--- src/rtl/mix_sat_pipe.sv ---
// Four-voice saturating mixer: per-voice mute/attenuate, full-precision sum, master gain, one saturation.
// Optional MIX_VOL_RAMP_EN slews the applied master gain by one step per output sample.

module mix_sat_voice #(
    parameter int SW = 8
) (
    input  logic [SW-1:0] i_ch,
    input  logic          i_mute,
    input  logic [2:0]    i_atten,
    output logic [SW+1:0] o_v
);

    logic signed [SW-1:0] w_shr;

    assign w_shr = $signed(i_ch) >>> i_atten;
    assign o_v   = i_mute ? '0 : {{2{w_shr[SW-1]}}, w_shr};

endmodule

module mix_sat_pipe #(
    parameter int SW     = 8,
    parameter int CLIP_W = 16
) (
    input  logic              clk,
    input  logic              rst,
    input  logic              in_valid,
    input  logic [SW-1:0]     ch0,
    input  logic [SW-1:0]     ch1,
    input  logic [SW-1:0]     ch2,
    input  logic [SW-1:0]     ch3,
    input  logic [3:0]        mute,
    input  logic [11:0]       atten,
    input  logic [3:0]        master_vol,
    input  logic              clear_clip,
    output logic              out_valid,
    output logic [SW-1:0]     out_pcm,
    output logic [SW-1:0]     out_pwm,
    output logic              clip,
    output logic [CLIP_W-1:0] clip_count
);

    localparam int NUM_LANES = 4;
    localparam int PW        = SW + 7;

    localparam logic signed [PW-1:0] Q_MAX = {{8{1'b0}}, {(SW-1){1'b1}}};
    localparam logic signed [PW-1:0] Q_MIN = {{8{1'b1}}, {(SW-1){1'b0}}};
    localparam logic [SW-1:0]        PCM_MAX = {1'b0, {(SW-1){1'b1}}};
    localparam logic [SW-1:0]        PCM_MIN = {1'b1, {(SW-1){1'b0}}};

    logic [NUM_LANES-1:0][SW-1:0] w_ch;
    logic [NUM_LANES-1:0][SW+1:0] w_v;

    logic [2:0]                   r_vld;
    logic [NUM_LANES-1:0][SW+1:0] r_s1_v;
    logic [3:0]                   r_s1_vol;
    logic [SW+1:0]                r_s2_sum;
    logic [3:0]                   r_s2_vol;

    logic [SW+1:0]                w_sum;
    logic [3:0]                   w_vol_use;
    logic [4:0]                   w_gain;
    logic signed [PW-1:0]         w_sum_x;
    logic signed [PW-1:0]         w_gain_x;
    logic signed [PW-1:0]         w_p;
    logic signed [PW-1:0]         w_q;
    logic [SW-1:0]                w_sat;
    logic                         w_clip;

    logic [SW-1:0]                r_pcm;
    logic                         r_clip;
    logic [CLIP_W-1:0]            r_cnt;

    assign w_ch = {ch3, ch2, ch1, ch0};

    generate
        for (genvar g = 0; g < NUM_LANES; g++) begin : g_voice
            mix_sat_voice #(.SW(SW)) u_voice (
                .i_ch    (w_ch[g]),
                .i_mute  (mute[g]),
                .i_atten (atten[3*g +: 3]),
                .o_v     (w_v[g])
            );
        end
    endgenerate

    // Valid travels alongside the data; reset empties every stage.
    always_ff @(posedge clk or posedge rst) begin
        if (rst) begin
            r_vld <= '0;
        end else begin
            r_vld <= {r_vld[1:0], in_valid};
        end
    end

    always_ff @(posedge clk or posedge rst) begin
        if (rst) begin
            r_s1_v   <= '0;
            r_s1_vol <= '0;
        end else if (in_valid) begin
            r_s1_v   <= w_v;
            r_s1_vol <= master_vol;
        end
    end

    // Four values in [-2^(SW-1), 2^(SW-1)-1] sum safely within SW+2 bits.
    assign w_sum = r_s1_v[0] + r_s1_v[1] + r_s1_v[2] + r_s1_v[3];

    always_ff @(posedge clk or posedge rst) begin
        if (rst) begin
            r_s2_sum <= '0;
            r_s2_vol <= '0;
        end else if (r_vld[0]) begin
            r_s2_sum <= w_sum;
            r_s2_vol <= r_s1_vol;
        end
    end

`ifdef MIX_VOL_RAMP_EN
    logic [3:0] r_vol_cur;

    // Applied gain walks one step per sample toward the requested volume.
    always_ff @(posedge clk or posedge rst) begin
        if (rst) begin
            r_vol_cur <= 4'd15;
        end else if (r_vld[1]) begin
            if (r_vol_cur < r_s2_vol) begin
                r_vol_cur <= r_vol_cur + 4'd1;
            end else if (r_vol_cur > r_s2_vol) begin
                r_vol_cur <= r_vol_cur - 4'd1;
            end
        end
    end

    assign w_vol_use = r_vol_cur;
`else
    assign w_vol_use = r_s2_vol;
`endif

    assign w_gain   = {1'b0, w_vol_use} + 5'd1;
    assign w_sum_x  = {{5{r_s2_sum[SW+1]}}, r_s2_sum};
    assign w_gain_x = {{(SW+2){1'b0}}, w_gain};
    assign w_p      = w_sum_x * w_gain_x;
    assign w_q      = w_p >>> 4;

    always_comb begin
        w_sat  = w_q[SW-1:0];
        w_clip = 1'b0;
        if (w_q > Q_MAX) begin
            w_sat  = PCM_MAX;
            w_clip = 1'b1;
        end else if (w_q < Q_MIN) begin
            w_sat  = PCM_MIN;
            w_clip = 1'b1;
        end
    end

    always_ff @(posedge clk or posedge rst) begin
        if (rst) begin
            r_pcm  <= '0;
            r_clip <= 1'b0;
        end else begin
            r_clip <= 1'b0;
            if (r_vld[1]) begin
                r_pcm  <= w_sat;
                r_clip <= w_clip;
            end
        end
    end

    // Clear takes priority over a coincident clip; the count sticks at all-ones.
    always_ff @(posedge clk or posedge rst) begin
        if (rst) begin
            r_cnt <= '0;
        end else if (clear_clip) begin
            r_cnt <= '0;
        end else if (r_vld[1] && w_clip && (r_cnt != {CLIP_W{1'b1}})) begin
            r_cnt <= r_cnt + CLIP_W'(1);
        end
    end

    assign out_valid  = r_vld[2];
    assign out_pcm    = r_pcm;
    assign out_pwm    = {~r_pcm[SW-1], r_pcm[SW-2:0]};
    assign clip       = r_clip;
    assign clip_count = r_cnt;

endmodule

--- config.mk ---
export PLATFORM = sky130hd
export DESIGN_NAME = mix_sat_pipe
export DESIGN_NICKNAME = d
export VERILOG_FILES = /design/src/rtl/mix_sat_pipe.sv
export SDC_FILE = /design/constraint.sdc
export NUM_CORES = 1
export LEC_CHECK = 0
export BUFFER_PORTS_ARGS = -buffer_cell sky130_fd_sc_hd__clkbuf_2
export CAP_MARGIN = 10
export CORE_MARGIN = 4
export CORE_UTILIZATION = 50
export DETAILED_ROUTE_END_ITERATION = 7
export GPL_TIMING_DRIVEN = 0
export PLACE_DENSITY = 0.71
export SYNTH_ARGS = -nofsm -noshare
export SYNTH_HDL_FRONTEND = slang
export SYNTH_SLANG_ARGS = --single-unit
export TNS_END_PERCENT = 1
--- constraint.sdc ---
create_clock -name clk -period 9.08 [get_ports clk]
set_input_delay 0.908 -clock clk [delete_from_list [all_inputs] [get_ports clk]]
set_output_delay 0.908 -clock clk [all_outputs]
set_load 0.02 [all_outputs]
==> results of run 1 <==
==> cells in the final DEF, fill, tap and decap left out, drive strengths merged, types with 17 or more instances in the layout <==
master	count
nor2	42
a21oi	56
dfrtp	78
and2	24
mux2i	17
o21ai	22
inv	87
nand2	41
fa	47
mux2	34
o22ai	32
ha	34
nor2b	32
clkbuf	131
==> through the flow <==
step                setup WS (ns)  instances  util (%)  cell area (um^2)
floorplan                    4.01        722         -              6750
global placement             3.25        986      56.0              7410
detailed placement           3.25        987      56.2              7440
CTS                          3.21       1003      58.5              7750
global route                 2.75       1003      58.5              7750
finish                       3.20       1003      58.5              7750
==> critical path: cells and delay by family, from the launching register on <==
kind,cells,cell delay [ns]
AO/OA/AOI/OAI,6,1.47
buffers and inverters,4,0.59
AND/OR/NAND/NOR,2,0.25
multiplexers,1,0.39
XOR/XNOR,2,0.92
flip-flops,1,0.43
adder cells (fa/ha/maj),4,1.70
==> metal layers <==
metal | global-route usage, % | share of wire (%) | vias up
li1 | - | - | 2656
met1 | 23.6 | 41 | 2579
met2 | 36.1 | 53 | 122
met3 | 3.50 | 3.6 | 22
met4 | 5.54 | 1.8 | 0
met5 | 0 | 0 | -
==> registers in the layout, summed over array words and instances, names as in the netlist <==
| name | flops |
|---|---|
| r_s1_v | 32 |
| clip_count | 16 |
| r_s2_sum | 10 |
| out_pcm | 8 |
| r_s1_vol | 4 |
| r_s2_vol | 4 |
| r_vld | 3 |
| clip | 1 |
==> cells by family (layout without fill, tap and decap cells) <==
logic type | count (synthesis) | count (layout) | synth area share, %
and+or+nand+nor | 192 | 192 | 14.6
AOI/OAI and AO/OA | 160 | 160 | 15.2
buffers and inverters | 132 | 237 | 8.19
adders and majority gates | 81 | 81 | 20.2
DFF | 78 | 78 | 28.9
muxes | 55 | 55 | 9.53
xor gates and xnor gates | 24 | 24 | 3.23
==> final timing paths <==
| path | end | slack (ns) | depth (start not counted) |
|---|---|---|---|
| max | clip_count[13]$_DFFE_PP0P_ | 3.20 | 19 |
| min | r_vld[2]$_DFF_PP0_ | 0.38 | 0 |
| max reg2reg | clip_count[13]$_DFFE_PP0P_ | 3.20 | 19 |
| min reg2reg | r_vld[2]$_DFF_PP0_ | 0.38 | 0 |
| max in group asynchronous | out_pcm[4]$_DFFE_PP0P_ | 7.99 | 3 |
| min in group asynchronous | r_s1_v[13]$_DFFE_PP0P_ | 0.53 | 2 |
==> layout make-up <==
type                    instances  area, um^2  area share (%)
flip-flops and latches         78        1950            25.2
repair buffers                 89         468            6.04
plain buffers                  47         234            3.02
inverters                      85         322            4.15
clock inverters                 6        68.8           0.888
clock buffers                  10         239            3.08
multi-input cells             512        4240            54.8
well taps                     176         220            2.84
==> results by group, run 1 <==
Status
  • Outcome: finished clean

STA
  • Max-slew headroom: 44.5%
  • Hold Vio Cnt, Final: 0
  • Setup violations, final: 0
  • RSZ-0062 raised after global routing: false
  • Tcrit/Tclk final: 64.8%
  • Final min period: 5.88 ns
  • Final slew viol count: 0
  • Fin Setup TNS: 0 ns
  • Slew at the pin closest to its max-slew limit: 0.826 ns
  • Fmax achieved: 170 MHz
  • Worst hold slack: 0.376 ns
  • Max Clock Skew: 0.00618 ns

Layout
  • Diodes inserted: 0
  • Filler cells: 1193
  • Synth-to-Final Area Change: 14.8%
  • Fraction of layout cells with a size suffix above 1: 19.7%
  • Fin nets: 959

Synthesis
  • Most common library cells after synthesis: inv_1, dfrtp_1, a21oi_1, fa_1, nor2_1
  • Sequential share of the synthesized area: 28.9%
  • Synth unique cells: 49
  • Synth Instances: 722
  • Seq cells post-synth: 78
  • Post-Syn Nets: 859
  • EDFF count, synth: 0
  • Area contributors post-synth: dfrtp_1, fa_1, ha_1
  • Prevailing post-synth register cell: dfrtp_1
  • Synth warn: 0
  • Synth area leader: dfrtp_1
  • Asr flop ratio synth: 100%
  • Mapped Area: 6750 um^2
  • Most common cell in the netlist: inv_1
  • Share of the synthesized area in the top cell type: 28.9%
  • Post-Syn Area per Cell: 9.35 um^2

Placement
  • Routability-driven placement congestion ratio: 0.890
  • DP HPWL: 11800 um
  • IO Port Bufs: 88

Clocking
  • H-tree depth: 3
  • TritonCTS Buffers: 9
  • Clock sinks: 78
  • Post-CTS Resized: 0
  • Worst skew pair latency: 0.34 ns
  • CTS max path bufs: 2
  • Post-CTS Setup Inserts: 0
  • CTS Hold Buffers Added: 0
  • Clk slew on worst S/H paths: 0.06 ns
  • CTS tree: built
  • Root Buffer: clkbuf_16

Worst hold path
  • Hold_sp: r_vld[1]$_DFF_PP0_
  • Hold WC Path Type: reg2reg

Floorplanning
  • Die Wd: 124 um
  • Die height: 124 um
  • Placeable core area: 13200 um^2
  • Row cnt: 42
  • Die area: 15400 um^2
  • Starting Density: 51.0%
  • # IOs: 90

Worst setup path
  • Worst Setup Start Kind: flop
  • Crit path from: r_s2_vol[0]$_DFFE_PP0P_
  • Worst-path cell chain: clkbuf_1 > nand3_1 > xor2_1 > nor2b_1 > ha_1 > fa_1 > inv_1 > fa_1 > inv_1 > ha_1 > buf_6 > a21oi_1 > o21ai_0 > a31oi_1 > o21ai_1 > xnor2_1 > o21ai_2 > a2111oi_0 > mux2_2
  • FF-to-FF Start: r_s2_vol[0]$_DFFE_PP0P_
  • Worst Path Max Fanout: 10
  • CP max stage cell: xor2_1
  • WP data arrival: 6.11 ns
  • Crit end category: flop
  • Worst path required time: 9.31 ns
  • Critical path class: reg2reg
  • CP peak stage delay: 0.59 ns

Global routing
  • Largest net degree at the start of global routing: 52
  • Initial antenna violation count: 0
  • Gr usage total: 19.7%
  • Vias in the first global route: 5289
  • Gr ovfl total: 0
  • First-pass GRT wire length: 24200 um

Route
  • WL/cell: 14.4 um
  • # DRC: 0
  • Routed wire length: 14500 um
  • Vias: 5379
  • Pre-antenna DRT Iters: 4
  • Vias per Instance: 5.36
  • DRT antenna net count: 0
  • Initial DRC Count: 270

Flow run
  • MaxCap Viol Count: 0
Power of run 1 is not shown: default switching activity piles up to over one toggle a cycle in this logic, so the estimate is an artifact.
==> inputs of run 2 (changes only) <==
--- a/config.mk
+++ b/config.mk
@@ -11,7 +11,7 @@
 export CORE_UTILIZATION = 50
 export DETAILED_ROUTE_END_ITERATION = 7
 export GPL_TIMING_DRIVEN = 0
-export PLACE_DENSITY = 0.71
+export PLACE_DENSITY = 0.73
 export SYNTH_ARGS = -nofsm -noshare
 export SYNTH_HDL_FRONTEND = slang
 export SYNTH_SLANG_ARGS = --single-unit
==> constraint.sdc (replaced) <==
create_clock -name clk -period 4.9 [get_ports clk]
set_input_delay 0.49 -clock clk [delete_from_list [all_inputs] [get_ports clk]]
set_output_delay 0.49 -clock clk [all_outputs]
set_load 0.02 [all_outputs]
==> results by group, run 2 (synthesis gave the netlist of run 1 again) <==
Status
  • Outcome: complete, but fails checks
  • Failing checks: setup timing

Clocking
  • CTS Hold Buffers Added: 0 (unchanged)
  • TritonCTS Buffers: 9 (unchanged)
  • H-tree depth: 3 (unchanged)
  • Clock sinks: 78 (unchanged)
  • Root Buffer: clkbuf_16
  • Worst skew pair latency: 0.34 ns (about the same)
  • CTS max path bufs: 2 (unchanged)
  • CTS tree: built
  • Clk slew on worst S/H paths: 0.06 ns (about the same)

Global routing
  • Grt met3 use: 3.45% (-0.045 points)
  • Vias in the first global route: 5429 (+2.6%)
  • First-pass GRT wire length: 25200 um (+4.0%)
  • M2 GR Usage: 36.3% (+0.20 points)
  • Initial antenna violation count: 0 (unchanged)
  • GRT Max-Usage Layer: met2
  • Gr ovfl total: 0 (unchanged)
  • Met1 Use GR: 25.3% (+1.7 points)
  • Largest net degree at the start of global routing: 48 (-7.7%)
  • Gr usage total: 20.4% (+0.75 points)

Route
  • # DRC: 0 (unchanged)
  • Pre-antenna DRT Iters: 5 (+1)
  • Routed wire length: 14900 um (+2.9%)
  • Vias per Instance: 5.36 (about the same)
  • Initial DRC Count: 323 (+20%)
  • WL/cell: 14.6 um (+1.1%)
  • DRT antenna net count: 0 (unchanged)
  • Vias: 5473 (+1.7%)

Floorplanning
  • # IOs: 90 (unchanged)
  • Die Wd: 124 um (unchanged)
  • Row cnt: 42 (unchanged)
  • Placeable core area: 13200 um^2 (unchanged)
  • Die height: 124 um (unchanged)
  • Die area: 15400 um^2 (unchanged)
  • Starting Density: 51.0% (unchanged)

Worst setup path
  • Worst path required time: 5.12 ns (-4.19 ns)
  • Worst Setup Start Kind: flop
  • WP data arrival: 5.22 ns (-0.89 ns)
  • Worst reg-to-reg path cell count: 18 (-1)
  • FF-to-FF setup slack: -0.09 ns (-3.29 ns)
  • FF-to-FF Start: r_s2_vol[0]$_DFFE_PP0P_
  • Critical path class: reg2reg
  • RR Endpoint: clip_count[13]$_DFFE_PP0P_
  • Worst Path Max Fanout: 8 (-2)
  • Crit end category: flop

Layout
  • Layout Utilization: 62.4% (+3.9 points)
  • Fin nets: 977 (+1.9%)
  • Commonest non-fill, non-tap cell in the layout: clkbuf_2
  • Synth-to-Final Area Change: 22.4%
  • Filler cells: 1109 (-7.0%)
  • Most flop-heavy register: r_s1_v
  • Largest register FFs: 32 (unchanged)
  • Fraction of layout cells with a size suffix above 1: 25.9% (+6.2 points)
  • Diodes inserted: 0 (unchanged)
  • Most frequent cells in the layout: clkbuf_2, inv_1, dfrtp_1, a21oi_1, fa_1

STA
  • Hold Vio Cnt, Final: 0 (unchanged)
  • Tcrit/Tclk final: 102% (+37 points)
  • Max Clock Skew: 0.00584 ns (-0.000337 ns)
  • Setup violations, final: 11 (+11)
  • Fmax achieved: 200 MHz (+18%)
  • RSZ-0062 raised after global routing: true
  • Setup ws final: -0.0943 ns (-3.29 ns)
  • Final min period: 4.99 ns (-0.888 ns)
  • Final slew viol count: 0 (unchanged)
  • Max-slew headroom: 59.0% (+14 points)
  • Slew at the pin closest to its max-slew limit: 0.616 ns (-0.210 ns)

Placement
  • DP HPWL: 11100 um (-5.7%)
  • IO Port Bufs: 88 (unchanged)
  • Routability-driven placement congestion ratio: 0.841 (-5.6%)

Worst hold path
  • Hold WC Path Type: in2async

Flow run
  • MaxCap Viol Count: 0 (unchanged)
[run 2: cell types whose count changed in the layout (fill, tap and decap cells not counted), sizes merged]
cell	delta
clkinvlp	-1
clkinv	+1
bufinv	+1
clkbuf	-1
buf	+20
inv	-2
[run 2: layout make-up]
type | count | area, um^2 | share of cell area, %
sequential | 78 | 1950 | 23.7
clock buffer | 11 | 243 | 2.94
clock inverter | 5 | 82.6 | 1.00
multi-input combinational | 512 | 4560 | 55.3
inverter | 85 | 322 | 3.89
timing repair buffer | 112 | 652 | 7.89
buffer | 42 | 220 | 2.67
tap | 176 | 220 | 2.67
[run 2: through the flow]
step           area [um^2]  setup slack (ns)  hold WS [ns]  TNS (ns)  std cells
6_report              8260           -0.0943         0.148    -0.260       1021
3_5_place_dp          7480            -0.557         0.361    -11.22        987
3_3_place_gp          7450            -0.521         0.356    -10.34        986
2_1_floorplan         6790          0.000754         0.352         0        722
4_1_cts               8180           -0.0242         0.155   -0.0641       1017
5_1_grt               8260            -0.288         0.175     -4.53       1021
[run 2: routing by layer]
| metal | vias to the layer above | wire (um) |
|---|---|---|
| met4 | 0 | 331 |
| met1 | 2603 | 6220 |
| li1 | 2684 | - |
| met5 | - | 0 |
| met3 | 27 | 663 |
| met2 | 159 | 7670 |
[run 2: worst max path at each step]
stage,startpoint,endpoint,slack (ns),depth (start not counted)
final,r_s2_vol[0]$_DFFE_PP0P_,clip_count[13]$_DFFE_PP0P_,-0.09,18
after detailed placement,r_s2_vol[0]$_DFFE_PP0P_,clip_count[9]$_DFFE_PP0P_,-0.56,19
after CTS,r_s2_vol[0]$_DFFE_PP0P_,clip_count[10]$_DFFE_PP0P_,-0.02,19
after global placement,r_s2_vol[0]$_DFFE_PP0P_,clip_count[13]$_DFFE_PP0P_,-0.52,19
after global routing,r_s2_vol[0]$_DFFE_PP0P_,clip_count[13]$_DFFE_PP0P_,-0.29,19
after floorplan,r_s2_vol[0]$_DFFE_PP0P_,clip_count[13]$_DFFE_PP0P_,0.0008,18
[run 2: what timing repair did]
item                       4_1_cts  5_1_grt
setup endpoints to repair       24       24
pin swaps                       33        5
setup buffers                   18        3
gates cloned                     1        0
gates resized for setup         46        9
[run 2: worst max-delay path, cell delays in order (launching register included)]
cell       delay, ns
dfrtp_2         0.45
ha_4            0.19
xor2_4          0.18
and2_4          0.16
fa_1            0.51
inv_1           0.06
fa_1            0.48
inv_1           0.05
fa_1            0.49
ha_4            0.31
nand4_1         0.14
o21ai_4         0.26
a31oi_4         0.14
o21ai_4         0.23
xor2_2          0.26
o21ai_4         0.13
buf_4           0.16
a2111oi_4       0.33
mux2_4          0.33
Power of run 2 is left out for the same reason.
==> inputs of run 3 (changes only) <==
--- a/config.mk
+++ b/config.mk
@@ -14,5 +14,6 @@
 export PLACE_DENSITY = 0.73
 export SYNTH_ARGS = -nofsm -noshare
 export SYNTH_HDL_FRONTEND = slang
+export SYNTH_HIERARCHICAL = 1
 export SYNTH_SLANG_ARGS = --single-unit
 export TNS_END_PERCENT = 1
==> results by group, run 3 <==
Floorplanning
  • Row cnt: 44 (+4.8%)
  • Placeable core area: 14600 um^2 (+10%)
  • Starting Density: 51.0% (+0.083 points)
  • # IOs: 90 (unchanged)
  • Die area: 16900 um^2 (+9.7%)
  • Die Wd: 130 um (+4.7%)
  • Die height: 130 um (+4.7%)

Worst setup path
  • Worst path depth: 18 (unchanged)
  • CP bufs+invs: 3 (unchanged)
  • Worst Path Max Fanout: 6 (-2)
  • Worst reg-to-reg path cell count: 18 (unchanged)
  • Critical path class: reg2reg
  • Crit end category: flop
  • Crit path top cell by count: fa_1
  • CP max stage cell: fa_1
  • CP peak stage delay: 0.52 ns (about the same)
  • Worst Setup Start Kind: flop
  • Crit-path leading delay family: adder cells
  • Worst-path cell chain: ha_4 > xor2_4 > and2_4 > fa_1 > fa_1 > inv_2 > fa_1 > inv_2 > ha_4 > a2111oi_4 > o31ai_4 > a21o_1 > and3_4 > o211a_1 > a22o_4 > clkbuf_16 > or4_4 > a21oi_2
  • Worst path required time: 5.17 ns (+0.05 ns)
  • WP data arrival: 5.52 ns (+0.30 ns)

Clocking
  • Clock sinks: 86 (+10%)
  • CTS tree: built
  • CTS max path bufs: 2 (unchanged)
  • Clk slew on worst S/H paths: 0.06 ns (about the same)
  • CTS Hold Buffers Added: 0 (unchanged)
  • TritonCTS Buffers: 9 (unchanged)
  • H-tree depth: 3 (unchanged)
  • Worst skew pair latency: 0.34 ns (about the same)
  • Root Buffer: clkbuf_16

Route
  • Initial DRC Count: 246 (-24%)
  • Vias per Instance: 5.60 (+4.4%)
  • # DRC: 0 (unchanged)
  • Routed wire length: 16700 um (+12%)
  • WL/cell: 16.8 um (+15%)
  • DRT antenna net count: 0 (unchanged)
  • Vias: 5590 (+2.1%)
  • Pre-antenna DRT Iters: 6 (+1)

Flow run
  • MaxCap Viol Count: 0 (unchanged)

Layout
  • Filler cells: 1134 (+2.3%)
  • Fraction of layout cells with a size suffix above 1: 36.4% (+11 points)
  • Most flop-heavy register: r_s1_v
  • Commonest non-fill, non-tap cell in the layout: dfrtp_1
  • Largest register FFs: 40 (+25%)
  • Fin nets: 948 (-3.0%)
  • Synth-to-Final Area Change: 20.2%
  • Diodes inserted: 0 (unchanged)
  • Design area: 8950 um^2 (+8.4%)
  • Most frequent cells in the layout: dfrtp_1, clkbuf_2, inv_1, mux2_2, fa_1

Global routing
  • Initial antenna violation count: 0 (unchanged)
  • Gr ovfl total: 0 (unchanged)
  • First-pass GRT wire length: 28400 um (+13%)
  • Vias in the first global route: 5951 (+9.6%)
  • Largest net degree at the start of global routing: 61 (+27%)
  • Gr usage total: 20.7% (+0.30 points)

Synthesis
  • EDFF count, synth: 0 (unchanged)
  • Seq cells post-synth: 86 (+10%)
  • Asr flop ratio synth: 100% (unchanged)
  • Mapped Area: 7450 um^2 (+10%)
  • Synth area leader: dfrtp_1
  • Synth Instances: 705 (-2.4%)
  • Prevailing post-synth register cell: dfrtp_1
  • Post-Syn Area per Cell: 10.6 um^2 (+13%)
  • Sequential share of the synthesized area: 28.9% (about the same)
  • Share of the synthesized area in the top cell type: 28.9% (about the same)
  • Synth unique cells: 60 (+22%)
  • Most common cell in the netlist: dfrtp_1
  • Post-Syn Nets: 843 (-1.9%)
  • Synth warn: 6 (+6)
  • Area contributors post-synth: dfrtp_1, fa_1, mux2_2
  • Most common library cells after synthesis: dfrtp_1, inv_1, mux2_2, fa_1, nor2_1

STA
  • Setup violations, final: 23 (+12)
  • RSZ-0062 raised after global routing: true
  • Setup ws final: -0.346 ns (-0.252 ns)
  • Final slew viol count: 0 (unchanged)
  • Max Clock Skew: 0.00873 ns (+0.00288 ns)
  • Fin Setup TNS: -5.10 ns (-4.84 ns)
  • Tcrit/Tclk final: 107% (+5.1 points)
  • Fmax achieved: 191 MHz (-4.8%)
  • Max-slew headroom: 44.4% (-15 points)
  • Hold Vio Cnt, Final: 0 (unchanged)
  • Slew at the pin closest to its max-slew limit: 0.834 ns (+0.218 ns)
  • Final min period: 5.25 ns (+0.252 ns)

Placement
  • IO Port Bufs: 81 (-8.0%)
  • DP HPWL: 12500 um (+13%)
  • Cell Area, Placed: 8290 um^2 (+11%)
  • Routability-driven placement congestion ratio: 0.911 (+8.4%)

Status
  • Outcome: complete, but fails checks
  • Failing checks: setup timing

Worst hold path
  • Hold WC Path Type: in2async
-- run 3: cell types whose count changed in the layout (fill, tap and decap cells not counted), sizes merged, moves of 8 or more --
cell	change
a21oi	-15
buf	+11
clkbuf	-27
dfrtp	+8
inv	-26
mux2	+44
nand2	-11
nor2b	-8
o21ai	-10
o22ai	-24
o31ai	+12
o32ai	+16
or4	+11
-- run 3: timing repair --
item	in CTS	in global routing
gates cloned	3	1
setup endpoints to repair	24	24
gates resized for setup	32	20
pin swaps	42	22
hold endpoints to repair	0	0
buffers inserted	8	2
-- run 3: cells by family after synthesis --
kind of cell,synth area share (%)
flops,28.9
simple gates,13.6
fa+ha+maj,18.6
buf+inv,7.33
xor+xnor,2.59
compound gates,13.7
mux,15.4
-- run 3: area by class of cell --
| type | count | area (um^2) | area share, % |
|---|---|---|---|
| Buffer | 45 | 335 | 3.74 |
| Clock buffer | 10 | 229 | 2.56 |
| Clock inverter | 6 | 61.3 | 0.685 |
| Inverter | 62 | 235 | 2.63 |
| Multi-Input combinational cell | 512 | 5160 | 57.6 |
| Sequential cell | 86 | 2160 | 24.1 |
| Tap cell | 184 | 230 | 2.57 |
| Timing Repair Buffer | 94 | 544 | 6.08 |
-- run 3: worst reg2reg max path, cell delays in order (launching register included) --
cell,delay (ns)
dfrtp_2,0.43
ha_4,0.20
xor2_4,0.30
and2_4,0.21
fa_1,0.40
fa_1,0.52
inv_2,0.04
fa_1,0.52
inv_2,0.05
ha_4,0.26
a2111oi_4,0.43
o31ai_4,0.15
a21o_1,0.20
and3_4,0.19
o211a_1,0.24
a22o_4,0.30
clkbuf_16,0.17
or4_4,0.42
a21oi_2,0.13
-- run 3: final timing paths --
check	end	slack (ns)	from
max	clip_count[6]$_DFFE_PP0P_	-0.35	r_s2_vol[0]$_DFFE_PP0P_
min	clip_count[3]$_DFFE_PP0P_	0.11	rst
max reg2reg	clip_count[6]$_DFFE_PP0P_	-0.35	r_s2_vol[0]$_DFFE_PP0P_
min reg2reg	r_vld[2]$_DFF_PP0_	0.37	r_vld[1]$_DFF_PP0_
max in group asynchronous	r_s2_vol[0]$_DFFE_PP0P_	4.18	rst
min in group clk	r_vld[0]$_DFF_PP0_	0.29	in_valid
-- run 3: metal layers --
layer	vias to the layer above	track usage, %	part of all wire [%]
met5	-	0	0
met1	2793	26.3	42
met3	24	2.70	2.9
met2	111	36.9	53
li1	2662	-	-
met4	0	6.48	2.0
-- run 3: through the flow --
step / setup slack (ns) / instances / util [%] / hold WS [ns]
after floorplan: -0.00573 / 705 / - / 0.352
after global placement: -0.500 / 970 / 56.6 / 0.367
after detailed placement: -0.673 / 971 / 56.8 / 0.369
after CTS: -0.399 / 996 / 60.4 / 0.128
after global routing: -0.496 / 999 / 61.4 / 0.145
final: -0.346 / 999 / 61.4 / 0.112
Power of run 3 is left out for the same reason.
